--- src/rtl/fetch_issue_unit.sv ---
// fetch_issue_unit: instruction fetch with req/ack memory handshake, one-entry skid buffer and IF/ID register.
module fetch_issue_unit #(
  parameter int ADDR_WIDTH = 32,
  parameter logic [ADDR_WIDTH-1:0] RESET_PC = '0,
  parameter logic [31:0] NOP_WORD = 32'h00000000
) (
  input  logic                  Clock,
  input  logic                  Reset,
  input  logic                  Stall,
  input  logic                  Jump,
  input  logic [ADDR_WIDTH-1:0] JumpTarget,
  input  logic                  BranchTaken,
  input  logic [ADDR_WIDTH-1:0] BranchTarget,
  output logic                  InstrReq,
  output logic [ADDR_WIDTH-1:0] InstrAddr,
  input  logic                  InstrAck,
  input  logic [31:0]           InstrData,
  output logic [ADDR_WIDTH-1:0] PC,
  output logic [31:0]           IFID_Instruction,
  output logic [ADDR_WIDTH-1:0] IFID_PCPlus4,
  output logic                  IFID_Valid,
  output logic                  IFID_JFlush,
  output logic [5:0]            OpCode,
  output logic [5:0]            Funct
);
  typedef enum logic [1:0] {START, FETCH, HOLD} state_t;
  state_t state;
  logic discard;
  logic [31:0] skid_data;
  logic [ADDR_WIDTH-1:0] skid_pcp4;
  logic redirect;
  logic [ADDR_WIDTH-1:0] target;
  logic [ADDR_WIDTH-1:0] addr_p4;
  assign redirect = BranchTaken | Jump;
  assign target = (BranchTaken ? BranchTarget : JumpTarget) & ~ADDR_WIDTH'(3);
  assign addr_p4 = InstrAddr + ADDR_WIDTH'(4);
  assign OpCode = IFID_Instruction[31:26];
  assign Funct = IFID_Instruction[5:0];
  // HOLD doubles as "skid buffer full"; the buffer is only ever loaded on the way into HOLD
  always_ff @(posedge Clock or posedge Reset)
    if (Reset) begin
      state <= START;
      PC <= RESET_PC;
      InstrAddr <= RESET_PC;
      InstrReq <= 1'b0;
      discard <= 1'b0;
      skid_data <= NOP_WORD;
      skid_pcp4 <= '0;
      IFID_Instruction <= NOP_WORD;
      IFID_PCPlus4 <= '0;
      IFID_Valid <= 1'b0;
      IFID_JFlush <= 1'b0;
    end else if (state == START) begin
      state <= FETCH;
      InstrReq <= 1'b1;
      InstrAddr <= PC;
    end else if (redirect) begin
      state <= FETCH;
      PC <= target;
      IFID_Instruction <= NOP_WORD;
      IFID_Valid <= 1'b0;
      IFID_JFlush <= 1'b1;
      // an un-acked request must stay stable; its word is dropped when it lands
      if (InstrReq && !InstrAck) discard <= 1'b1;
      else begin
        discard <= 1'b0;
        InstrReq <= 1'b1;
        InstrAddr <= target;
      end
    end else begin
      IFID_JFlush <= 1'b0;
      if (state == HOLD) begin
        if (!Stall) begin
          state <= FETCH;
          IFID_Instruction <= skid_data;
          IFID_PCPlus4 <= skid_pcp4;
          IFID_Valid <= 1'b1;
          InstrReq <= 1'b1;
        end
      end else if (InstrAck && !discard) begin
        InstrAddr <= addr_p4;
        PC <= PC + ADDR_WIDTH'(4);
        if (Stall) begin
          state <= HOLD;
          skid_data <= InstrData;
          skid_pcp4 <= addr_p4;
          InstrReq <= 1'b0;
        end else begin
          IFID_Instruction <= InstrData;
          IFID_PCPlus4 <= addr_p4;
          IFID_Valid <= 1'b1;
        end
      end else begin
        if (InstrAck) begin
          discard <= 1'b0;
          InstrAddr <= PC;
        end
        if (!Stall) begin
          IFID_Instruction <= NOP_WORD;
          IFID_Valid <= 1'b0;
        end
      end
    end
endmodule

--- config.mk ---
export PLATFORM = sky130hd
export DESIGN_NAME = fetch_issue_unit
export DESIGN_NICKNAME = d
export VERILOG_FILES = /design/src/rtl/fetch_issue_unit.sv
export SDC_FILE = /design/constraint.sdc
export NUM_CORES = 1
export LEC_CHECK = 0
export CELL_PAD_IN_SITES_DETAIL_PLACEMENT = 2
export CELL_PAD_IN_SITES_GLOBAL_PLACEMENT = 2
export CORE_AREA = 8 8 168 210
export DETAILED_ROUTE_END_ITERATION = 8
export DIE_AREA = 0 0 176 218
export HOLD_SLACK_MARGIN = 0.15
export PLACE_DENSITY = 0.85
export SKIP_LAST_GASP = 1
export SLEW_MARGIN = 20
export SYNTH_ARGS = -nofsm -noshare
export SYNTH_HDL_FRONTEND = slang
export SYNTH_SLANG_ARGS = --single-unit
--- constraint.sdc ---
create_clock -name Clock -period 16.45 [get_ports Clock]
set_clock_uncertainty 0.15 [all_clocks]
set_input_delay 2.4675 -clock Clock [delete_from_list [all_inputs] [get_ports Clock]]
set_output_delay 2.4675 -clock Clock [all_outputs]
set_load 0.02 [all_outputs]
# Word-level counts from Yosys, hierarchy flattened

Cells that the tools add are included.

Input port bits: 102
Output and inout port bits: 143
Flip-flop bits (word level): 198
Word-level logic and storage cells: 91

Eq/ne operators: 10
Reductions and logical operators: 20
Add/sub/neg operators: 2
Multiplexer cells: 44
Bitwise gates (word level): 4

Operators with widths:

| cell                                          | number |
|---|---|
| 2-to-1 mux 32 bit                             | 20 |
| adder 32 x 3 -> 32 bit, second input constant | 2 |
| 2-to-1 mux 1 bit                              | 18 |
| 2-to-1 mux 2 bit                              | 6 |
| nonzero test 4 bit                            | 3 |
| AND reduction 5 bit                           | 2 |
| AND reduction 3 bit                           | 3 |
| != test 2 bit, second input constant          | 4 |
| AND reduction 4 bit                           | 2 |
| != test 3 bit, second input constant          | 2 |
| nonzero test 2 bit                            | 3 |
| != test 4 x 1 -> 1 bit, second input constant | 1 |
| != test 4 bit, second input constant          | 1 |
| AND reduction 2 bit                           | 2 |
| NOT 1 bit                                     | 3 |
| equality test 2 bit, second input constant    | 1 |
| logical AND 1 bit                             | 2 |
| zero test 1 bit                               | 2 |
| zero test 2 bit                               | 1 |
| != test 2 x 1 -> 1 bit, second input constant | 1 |
| OR 1 bit                                      | 1 |

# Logic depth before layout (Yosys ltp)

Gate-level depths: netlist of run 1.

Word-level depth: 6
Depth in mapped cells: 8
Depth with buffers taken out: 7

# Worst setup path before layout of run 1

No wires, ideal clock.

Kind: input to register
From: input InstrAck
To: register PC[19]
Buffers on the path: 3
Path slack: 12.277 ns
Library setup time: 0.121 ns
Required time: 16.179 ns
Arrival: 3.902 ns
Cell stages on the path: 8
Cells stage by stage: nor2b_1 and2_1 buf_2 o21ai_0 clkbuf_1 clkbuf_1 nor2_1 o22a_1

Word-level cells in the longest chain between the ends: 3

RTL lines:

| item                                 | line | source |
|---|---|---|
| start, declared                      | 16   | `input logic InstrAck,` |
| logical AND 1 bit                    | 80   | `end else if (InstrAck && !discard) begin` |
| nonzero test 2 bit (no source line)  | n/a  |  |
| AND reduction 3 bit (no source line) | n/a  |  |
| end signal, assigned                 | 59   | `PC <= target;` |
| end signal, assigned                 | 82   | `PC <= PC + ADDR_WIDTH'(4);` |
| end, declared                        | 18   | `output logic [ADDR_WIDTH-1:0] PC,` |

No other way between the ends.
A chain may end at the register's enable or synchronous reset.

# Worst setup path in the final report of run 1

From: input Jump
To: register skid_pcp4[13]

Word-level cells in the longest chain between the ends: 3

RTL lines:

| item                                 | line | source |
|---|---|---|
| start, declared                      | 10   | `input logic Jump,` |
| OR 1 bit                             | 34   | `assign redirect = BranchTaken \| Jump;` |
| NOT 1 bit (no source line)           | n/a  |  |
| AND reduction 5 bit (no source line) | n/a  |  |
| end signal, assigned                 | 86   | `skid_pcp4 <= addr_p4;` |
| end, declared                        | 30   | `logic [ADDR_WIDTH-1:0] skid_pcp4;` |

No other way between the ends.

==> results of run 1 <==
==> stage by stage <==
| step | power [W] | worst slack (ns) | hold WS [ns] | area, sq um |
|---|---|---|---|---|
| after global routing | 0.001559 | 10.57 | 0.3425 | 13250 |
| after floorplan | 0.0008615 | 8.577 | 0.3299 | 10050 |
| final | 0.001485 | 10.72 | 0.3257 | 13250 |
| after detailed placement | 0.001084 | 10.27 | 0.3180 | 12690 |
| after CTS | 0.001502 | 10.74 | 0.3343 | 13250 |
| after global placement | 0.001057 | 10.34 | 0.3098 | 12690 |
==> critical path: cells and delay by family <==
kind | cells | cell delay, ns
buffers and inverters | 4 | 1.88
muxes | 1 | 0.42
and+or+nand+nor | 3 | 1.08
==> final cells by class <==
cell class	count	share of cell area
multi-input cells	776	0.3600
clock buffers	19	0.03418
well taps	418	0.03946
flip-flops and latches	193	0.3644
inverters	10	0.003399
repair buffers	257	0.1905
clock inverters	10	0.008025
==> power breakdown <==
part | total, W | internal [W] | switching (W) | leakage (nW)
clock | 0.000412 | 0.000217 | 0.000195 | 0.274
sequential | 0.000657 | 0.000568 | 0.0000893 | 2.39
combinational | 0.000416 | 0.000190 | 0.000226 | 2.78
total | 0.00149 | 0.000975 | 0.000510 | 5.44
==> cell families after synthesis <==
kind of cell	Yosys count	synth area share
multiplexers	51	0.05582
other	1	0.0003734
XOR/XNOR	27	0.02355
flip-flops	193	0.4809
buffers and inverters	107	0.04872
AND/OR/NAND/NOR	319	0.1480
adder cells (fa/ha/maj)	2	0.002492
AO/OA/AOI/OAI	375	0.2401
==> registers in the layout (all words and copies together) (netlist names) <==
register          flops
IFID_Instruction     32
skid_data            32
IFID_PCPlus4         31
InstrAddr            31
skid_pcp4            31
PC                   30
state                 2
IFID_JFlush           1
IFID_Valid            1
InstrReq              1
discard               1
==> routing by layer <==
metal | global-route usage | vias up | routed length [um]
met5 | 0 | - | 0
met1 | 0.2470 | 4872 | 16630
met4 | 0.07416 | 0 | 1083
met3 | 0.04677 | 51 | 2071
li1 | - | 4265 | -
met2 | 0.3454 | 247 | 19320
==> cells in the final DEF, fill, tap and decap left out, types with 4 or more instances in the layout <==
cell type        synthesis  final
a221oi_1                11     11
nand4_1                 10     10
o31a_1                   5      5
xor2_1                  11     11
o31ai_1                  7      7
a222oi_1                 4      4
a21oi_1                100     99
nand2_1                 78     78
a22o_1                  12     12
a31oi_1                 12     12
nor2_1                 132    129
or3_1                    4      4
a211oi_1                13     13
and3_1                  15     14
a22oi_1                 52     52
nand3_1                 31     31
mux2_2                  40     40
inv_1                   10      9
and2_1                   5      5
nor3_1                  11     11
buf_4                   17     19
o22a_1                   4      4
mux2i_1                 11     11
o21ai_1                  5      5
nand2b_1                 4      4
a21boi_0                 4      4
a21o_1                  11     11
clkdlybuf4s50_1          0    238
clkinv_4                 0      4
a221o_1                  6      6
o211ai_1                12     12
o21ai_0                 95     93
xnor2_1                 16     16
and4_1                   7      7
dfrtp_1                193    193
clkbuf_16                0     17
==> worst max-delay path by stage <==
stage	endpoint	start	slack, ns	cells after the start
detailed placement	skid_pcp4[13]	Jump	10.27	8
global placement	skid_data[0]	Jump	10.34	8
global route	skid_pcp4[13]	Jump	10.57	8
floorplan	IFID_Instruction[0]	Reset	8.58	1
finish	skid_pcp4[13]	Jump	10.72	8
CTS	skid_pcp4[13]	Jump	10.74	8
==> flow_summary.yaml, run 1 <==
status:
  outcome: "finished, final reports clean"
power_and_ir_drop:
  p_leak_nw: 5.439
  cellPowerDensity_nw_per_um2: 112.1
  ir_drop_v: 0.00005527
floorplanning:
  die_x_um: 176
  pin_count: 245
  die_y_um: 218
  initial_utilization: 0.3126
  die_area_sq_um: 38370
  core_area_sq_um: 32130
  rows: 74
setup_path:
  r2r_setup_slack_ns: 13.36
  reg2reg_depth: 5
  crit_top_cell: "buf_4"
  slowest_stage: "clkdlybuf4s50_1"
  crit_path_end_kind: "register"
  crit_fanout: 49
  r2r_end: "InstrAddr[12]"
  required_ns: 16.62
  rr_startpoint: "state[0]"
  slowest_delay_ns: 0.71
  cp_data_arrival_time_ns: 5.90
  crit_type: "primary input to register"
  cp_cell_sequence: "clkdlybuf4s50_1, or2_2, buf_4, nor2_1, buf_4, and3_4, buf_4, mux2_2"
  critPathLaunchType: "primary input"
clock_tree:
  cts_root_buffer: "clkbuf_16"
  cts_tree: "built"
  clock_path_buffers: 2
  cts_hold_buffers: 0
  path_clk_slew_ns: 0.07
  cts_resized: 0
  cts.sinks: 193
  clock_latency_ns: 0.45
  cts_setup_buffers: 0
  htreeDepth: 4
  cts_buffers: 17
timing:
  worst_slew_pin_slew_ns: 0.9885
  rsz0062_at_grt: "no"
  post-route-period-util: 0.3484
  max_slew_margin: 0.3410
  setup_violations: 0
  maxSlewViolCount: 0
  fmax_mhz: 174.5
  period_needed_ns: 5.731
  hold_viol: 0
  fin_tns_setup_ns: 0
placed_design:
  dpl.hpwl_um: 28580
  placedCellCount: 1654
  portBuffers: 238
  place_congestion: 0.8681
synthesis:
  yosysWarnings: 0
  yosysSeqAreaShare: 0.4809
  synth_area_leaders: "dfrtp_1 48%, a21oi_1 5.0%, nor2_1 4.9%, o21ai_0 4.7%, mux2_2 4.5%"
  synth-edff-count: 0
  avgSynthCellArea_sq_um: 9.342
  post-synth-top-area-cell: "dfrtp_1"
  yosysMostFrequentCell: "dfrtp_1"
  netlist_instances: 1075
  synth_ff_type: "dfrtp_1"
  synth_seq_cells: 193
  synth_top_cells_by_count: "193 x dfrtp_1, 132 x nor2_1, 100 x a21oi_1"
  synth_async_sr_flop_share: 1.000
  synth_cell_types: 66
  syn_area_sq_um: 10040
  synth_top_area_frac: 0.4809
routing:
  wirelength_um: 39110
  drt_pass1_iterations: 5
  ant_nets: 0
  drt_iter0_drc: 487
  drc: 0
  wl_per_cell_um: 23.24
  num_vias: 9435
  via_per_inst: 5.606
final_layout:
  final_nets: 1359
  seq_area_sq_um: 4830
  multi_input_area_sq_um: 4771
  layout.cells.non_filler: 1683
  drive_gt1_frac: 0.08854
  syn_to_final_growth_pct: 31.97
  n_fill_cell: 3487
  final_util: 0.4125
  n_antenna_cell: 0
grt:
  grt_pass1_wl_um: 61180
  antenna_found_initial: 0
  grt_usage: 0.2031
  overflow: 0
  grt_max_degree: 135
  grt_pass1_vias: 10510
min_path:
  hold_path_end: "IFID_PCPlus4[12]"
  hp-class: "register to register"
  hold_path.startpoint: "IFID_PCPlus4[12]"
  hold-path-cell-count: 1
flow_run:
  maxCapViolations: 0
Note: power is estimated with default switching activity, not from simulation.
==> run 2: changes to the inputs <==
CORE_AREA = 8 8 182 227   (was 8 8 168 210)
DIE_AREA = 0 0 190 235   (was 0 0 176 218)
PLACE_DENSITY = 0.77   (was 0.85)
clock period = 4.9 ns   (was 16.45 ns; I/O delays follow)
==> run 2 against run 1 <==
Against the previous run: worst hold slack improved by 0.0070 ns; largest cell class unchanged; routed wire length rose by 2.2%; utilization fell by 5.6 points; critical endpoint is now InstrAddr[25]; final area rose by 1.6%; sequential power rose to 3.3 times the previous value; count of clock-buffer cells in the layout fell by 1; sequential cell count did not move; register-to-register slack got worse by 11 ns; non-clock buffer count rose by 10; sequential share of layout area fell by 0.57 points; critical path type unchanged; die area rose by 16%; clock power rose to 3.5 times the previous value.
==> flow_summary.yaml, run 2 (same netlist as run 1, synthesis figures left out) <==
status:
  outcome: "finished, final reports clean"
final_layout:
  final_util: 0.3568
  reg_top3: "IFID_Instruction x32, skid_data x32"
  layout_common_cells: "237 x clkdlybuf4s50_1, 193 x dfrtp_1, 129 x nor2_1, 99 x a21oi_1, 93 x o21ai_0"
  final_nets: 1369
  n_antenna_cell: 0
  final_common_cell: "clkdlybuf4s50_1"
  drive_gt1_frac: 0.09859
  syn_to_final_growth_pct: 34.06
timing:
  worst_slew_pin_slew_ns: 1.088
  fin_tns_setup_ns: 0
  period_needed_ns: 3.400
  setup_violations: 0
  setup_ws_ns: 1.500
  fmax_mhz: 294.1
  hold_ws_ns: 0.3327
  post-route-period-util: 0.6939
  rsz0062_at_grt: "no"
  hold_viol: 0
  max_slew_margin: 0.2749
  maxSlewViolCount: 0
power_and_ir_drop:
  total_power_w: 0.005038
  cellPowerDensity_nw_per_um2: 374.2
  p_leak_nw: 5.506
  ir_drop_v: 0.0002475
routing:
  num_vias: 9345
  drt_pass1_iterations: 5
  via_per_inst: 5.280
  wl_per_cell_um: 22.57
  drt_iter0_drc: 484
  ant_nets: 0
  drc: 0
  wirelength_um: 39950
clock_tree:
  clock_path_buffers: 2
  cts_tree: "built"
  cts_hold_buffers: 0
  clock_latency_ns: 0.45
  cts_setup_buffers: 0
  cts.sinks: 193
  htreeDepth: 4
  cts_buffers: 17
  cts_root_buffer: "clkbuf_16"
  path_clk_slew_ns: 0.07
  cts_resized: 0
grt:
  grt_usage: 0.1775
  grt_max_degree: 116
  grt_pass1_vias: 10180
  overflow: 0
  grt_pass1_wl_um: 62180
  antenna_found_initial: 0
min_path:
  hold-path-cell-count: 2
  hp-class: "register to register"
  hold_path.startpoint: "IFID_PCPlus4[10]"
  hold_path_end: "IFID_PCPlus4[10]"
setup_path:
  cp_data_arrival_time_ns: 3.57
  critPathLaunchType: "primary input"
  crit_fanout: 14
  rr_startpoint: "InstrAddr[2]"
  required_ns: 5.07
  crit_type: "primary input to register"
  reg2reg_depth: 7
  crit_path_end_kind: "register"
  r2r_setup_slack_ns: 1.92
  r2r_end: "InstrAddr[20]"
placed_design:
  portBuffers: 238
  place_congestion: 0.8134
  dpl_worst_slack_ns: 1.135
  dpl.hpwl_um: 30110
floorplanning:
  die_y_um: 235
  rows: 80
  initial_utilization: 0.2661
  core_area_sq_um: 37740
  die_x_um: 190
  pin_count: 245
  die_area_sq_um: 44650
flow_run:
  maxCapViolations: 0
[run 2: changes by cell type in the layout (fill, tap and decap cells not counted), sizes merged]
cell / change
clkinvlp: +1
clkbuf: -1
buf: +11
clkdlybuf4s50: -1
clkinv: -1
inv: +4
[run 2: how the worst max path moves through the flow]
| stage | from | to | slack, ns |
|---|---|---|---|
| finish | Jump | InstrAddr[25] | 1.50 |
| global route | Jump | InstrAddr[25] | 1.39 |
| CTS | Jump | InstrAddr[25] | 1.58 |
| detailed placement | Jump | InstrAddr[25] | 1.14 |
| global placement | Jump | InstrAddr[25] | 1.11 |
| floorplan | Reset | IFID_Instruction[0] | 1.52 |
[run 2: area by class of cell]
type,count,area (sq um)
fillers,4120,24270
flip-flops and latches,193,4830
multi-input cells,776,4771
repair buffers,267,2620
well taps,492,615.6
clock buffers,18,439.2
clock inverters,14,146.4
inverters,10,41.29
[run 2: routing by layer]
metal / track usage / share of wire / up-vias / wire length (um)
met4: 0.06216 / 0.026 / 0 / 1045
li1: - / - / 4300 / -
met3: 0.04149 / 0.049 / 39 / 1942
met2: 0.2947 / 0.48 / 229 / 19370
met1: 0.2214 / 0.44 / 4777 / 17590
met5: 0 / 0 / - / 0
[run 2: power breakdown]
| group | internal [W] | total [W] | switching, W |
|---|---|---|---|
| Combinational | 0.000643 | 0.00140 | 0.000756 |
| Clock | 0.000735 | 0.00143 | 0.000700 |
| Sequential | 0.00191 | 0.00220 | 0.000299 |
| Total | 0.00328 | 0.00504 | 0.00175 |
[run 2: critical path: stages]
cell and delay (ns):
clkdlybuf4s50_1 0.72, or2_2 0.57, a21boi_0 0.55, nand2_1 0.34, buf_4 0.31, o21ai_0 0.22
o41ai_2 0.11
[run 2: stage by stage]
stage | instance area (sq um) | cells
floorplan | 10050 | 1076
global placement | 12880 | 1738
detailed placement | 12880 | 1738
CTS | 13460 | 1770
global route | 13460 | 1770
finish | 13460 | 1770
==> run 3: changes to the inputs <==
CORE_AREA = 8 8 173 216   (was 8 8 182 227)
DIE_AREA = 0 0 181 224   (was 0 0 190 235)
PLACE_DENSITY = 0.81   (was 0.77)
clock period = 3.3 ns   (was 4.9 ns; I/O delays follow)
==> run 3 against run 2 <==
Against the previous run: power rose by 48%; worst hold slack got worse by 0.0040 ns; first-iteration DRC count rose by 23%; cell count fell by 2.5%; critical endpoint is now IFID_PCPlus4[22]; largest cell class unchanged; largest power group unchanged; highest routed layer unchanged.
==> flow_summary.yaml, run 3 (same netlist as run 1, synthesis figures left out) <==
min_path:
  hold-path-cell-count: 1
  hp-class: "register to register"
final_layout:
  final_util: 0.3984
  layout_common_cells: "237 x clkdlybuf4s50_1, 193 x dfrtp_1, 129 x nor2_1, 99 x a21oi_1, 93 x o21ai_0"
  n_antenna_cell: 0
  layout.cells.non_filler: 1725
  reg_top3: "IFID_Instruction x32, skid_data x32"
  syn_to_final_growth_pct: 35.05
  drive_gt1_frac: 0.1103
  final_nets: 1387
  n_fill_cell: 3765
  final_common_cell: "clkdlybuf4s50_1"
timing:
  fmax_mhz: 351.0
  setup_ws_ns: 0.4512
  hold_ws_ns: 0.3288
  fin_tns_setup_ns: 0
  hold_viol: 0
  rsz0062_at_grt: "no"
  worst_slew_pin_slew_ns: 0.6685
  maxSlewViolCount: 0
  max_slew_margin: 0.5534
  period_needed_ns: 2.849
  post-route-period-util: 0.8633
  setup_violations: 0
setup_path:
  r2r_setup_slack_ns: 0.45
  required_ns: 3.51
  crit_type: "register to register"
  critPathLaunchType: "register"
  cp_data_arrival_time_ns: 3.06
  reg2reg_depth: 8
  crit_fanout: 7
  crit_path_end_kind: "register"
clock_tree:
  path_clk_slew_ns: 0.08
  cts.sinks: 193
  clock_latency_ns: 0.46
  cts_tree: "built"
  htreeDepth: 4
  cts_hold_buffers: 0
  cts_buffers: 17
  cts_resized: 0
  clock_path_buffers: 2
  cts_setup_buffers: 0
  cts_root_buffer: "clkbuf_16"
power_and_ir_drop:
  p_leak_nw: 5.602
  cellPowerDensity_nw_per_um2: 550.3
  ir_drop_v: 0.0002774
floorplanning:
  die_y_um: 224
  core_area_sq_um: 34040
  die_area_sq_um: 40540
  pin_count: 245
  rows: 76
  die_x_um: 181
  initial_utilization: 0.2950
status:
  outcome: "finished, final reports clean"
routing:
  wirelength_um: 39480
  wl_per_cell_um: 22.89
  drc: 0
  via_per_inst: 5.477
  ant_nets: 0
  drt_iter0_drc: 595
  num_vias: 9447
  drt_pass1_iterations: 5
grt:
  grt_max_degree: 70
  grt_pass1_wl_um: 63040
  antenna_found_initial: 0
  grt_pass1_vias: 10560
  grt_usage: 0.1962
  overflow: 0
flow_run:
  maxCapViolations: 0
placed_design:
  dpl_worst_slack_ns: 0.2510
  portBuffers: 238
  placedCellCount: 1693
  dpl.hpwl_um: 29730
  place_congestion: 0.9007
## run 3: cell count changes in the layout (fill, tap and decap cells not counted), sizes merged
cell    delta
buf       +18
bufinv     -1
clkinv     -3
inv        +4
## run 3: worst paths after layout
| kind | startpoint | endpoint |
|---|---|---|
| max | InstrAddr[2] | IFID_PCPlus4[22] |
| min | IFID_PCPlus4[12] | IFID_PCPlus4[12] |
| max reg2reg | InstrAddr[2] | IFID_PCPlus4[22] |
| min reg2reg | IFID_PCPlus4[12] | IFID_PCPlus4[12] |
| max in group asynchronous | Reset | skid_data[19] |
| min in group asynchronous | Reset | IFID_Instruction[3] |
## run 3: metrics by stage
step                      power [W]  instance area [sq um]
after floorplan            0.004295                  10050
after global placement     0.005321                  13000
after detailed placement   0.005438                  13000
after CTS                  0.007575                  13560
after global routing       0.007850                  13560
final                      0.007463                  13560
## run 3: layer usage
layer	routed length (um)	global-route usage
met5	0	0
met2	19720	0.3408
met4	918	0.06093
met1	16930	0.2377
met3	1912	0.04620
## run 3: layout make-up
type | count | area [sq um] | area share
Multi-Input combinational cell | 776 | 4771 | 0.3518
Tap cell | 429 | 536.8 | 0.03958
Clock inverter | 14 | 136.4 | 0.01006
Clock buffer | 18 | 429.2 | 0.03164
Timing Repair Buffer | 285 | 2818 | 0.2078
Inverter | 10 | 41.29 | 0.003045
Sequential cell | 193 | 4830 | 0.3561
## run 3: report_power, final
| group | switching [W] | internal (W) | total, W |
|---|---|---|---|
| Combinational | 0.00113 | 0.000981 | 0.00211 |
| Sequential | 0.000438 | 0.00283 | 0.00327 |
| Clock | 0.00107 | 0.00101 | 0.00209 |
| Total | 0.00264 | 0.00482 | 0.00746 |
## run 3: critical path, stage by stage, from the launching register on
cell	delay [ns]
dfrtp_1	0.51
ha_1	0.30
nand4_1	0.39
nor2_1	0.39
buf_4	0.20
and4_1	0.30
xor2_1	0.23
nor2_1	0.06
o31ai_1	0.23
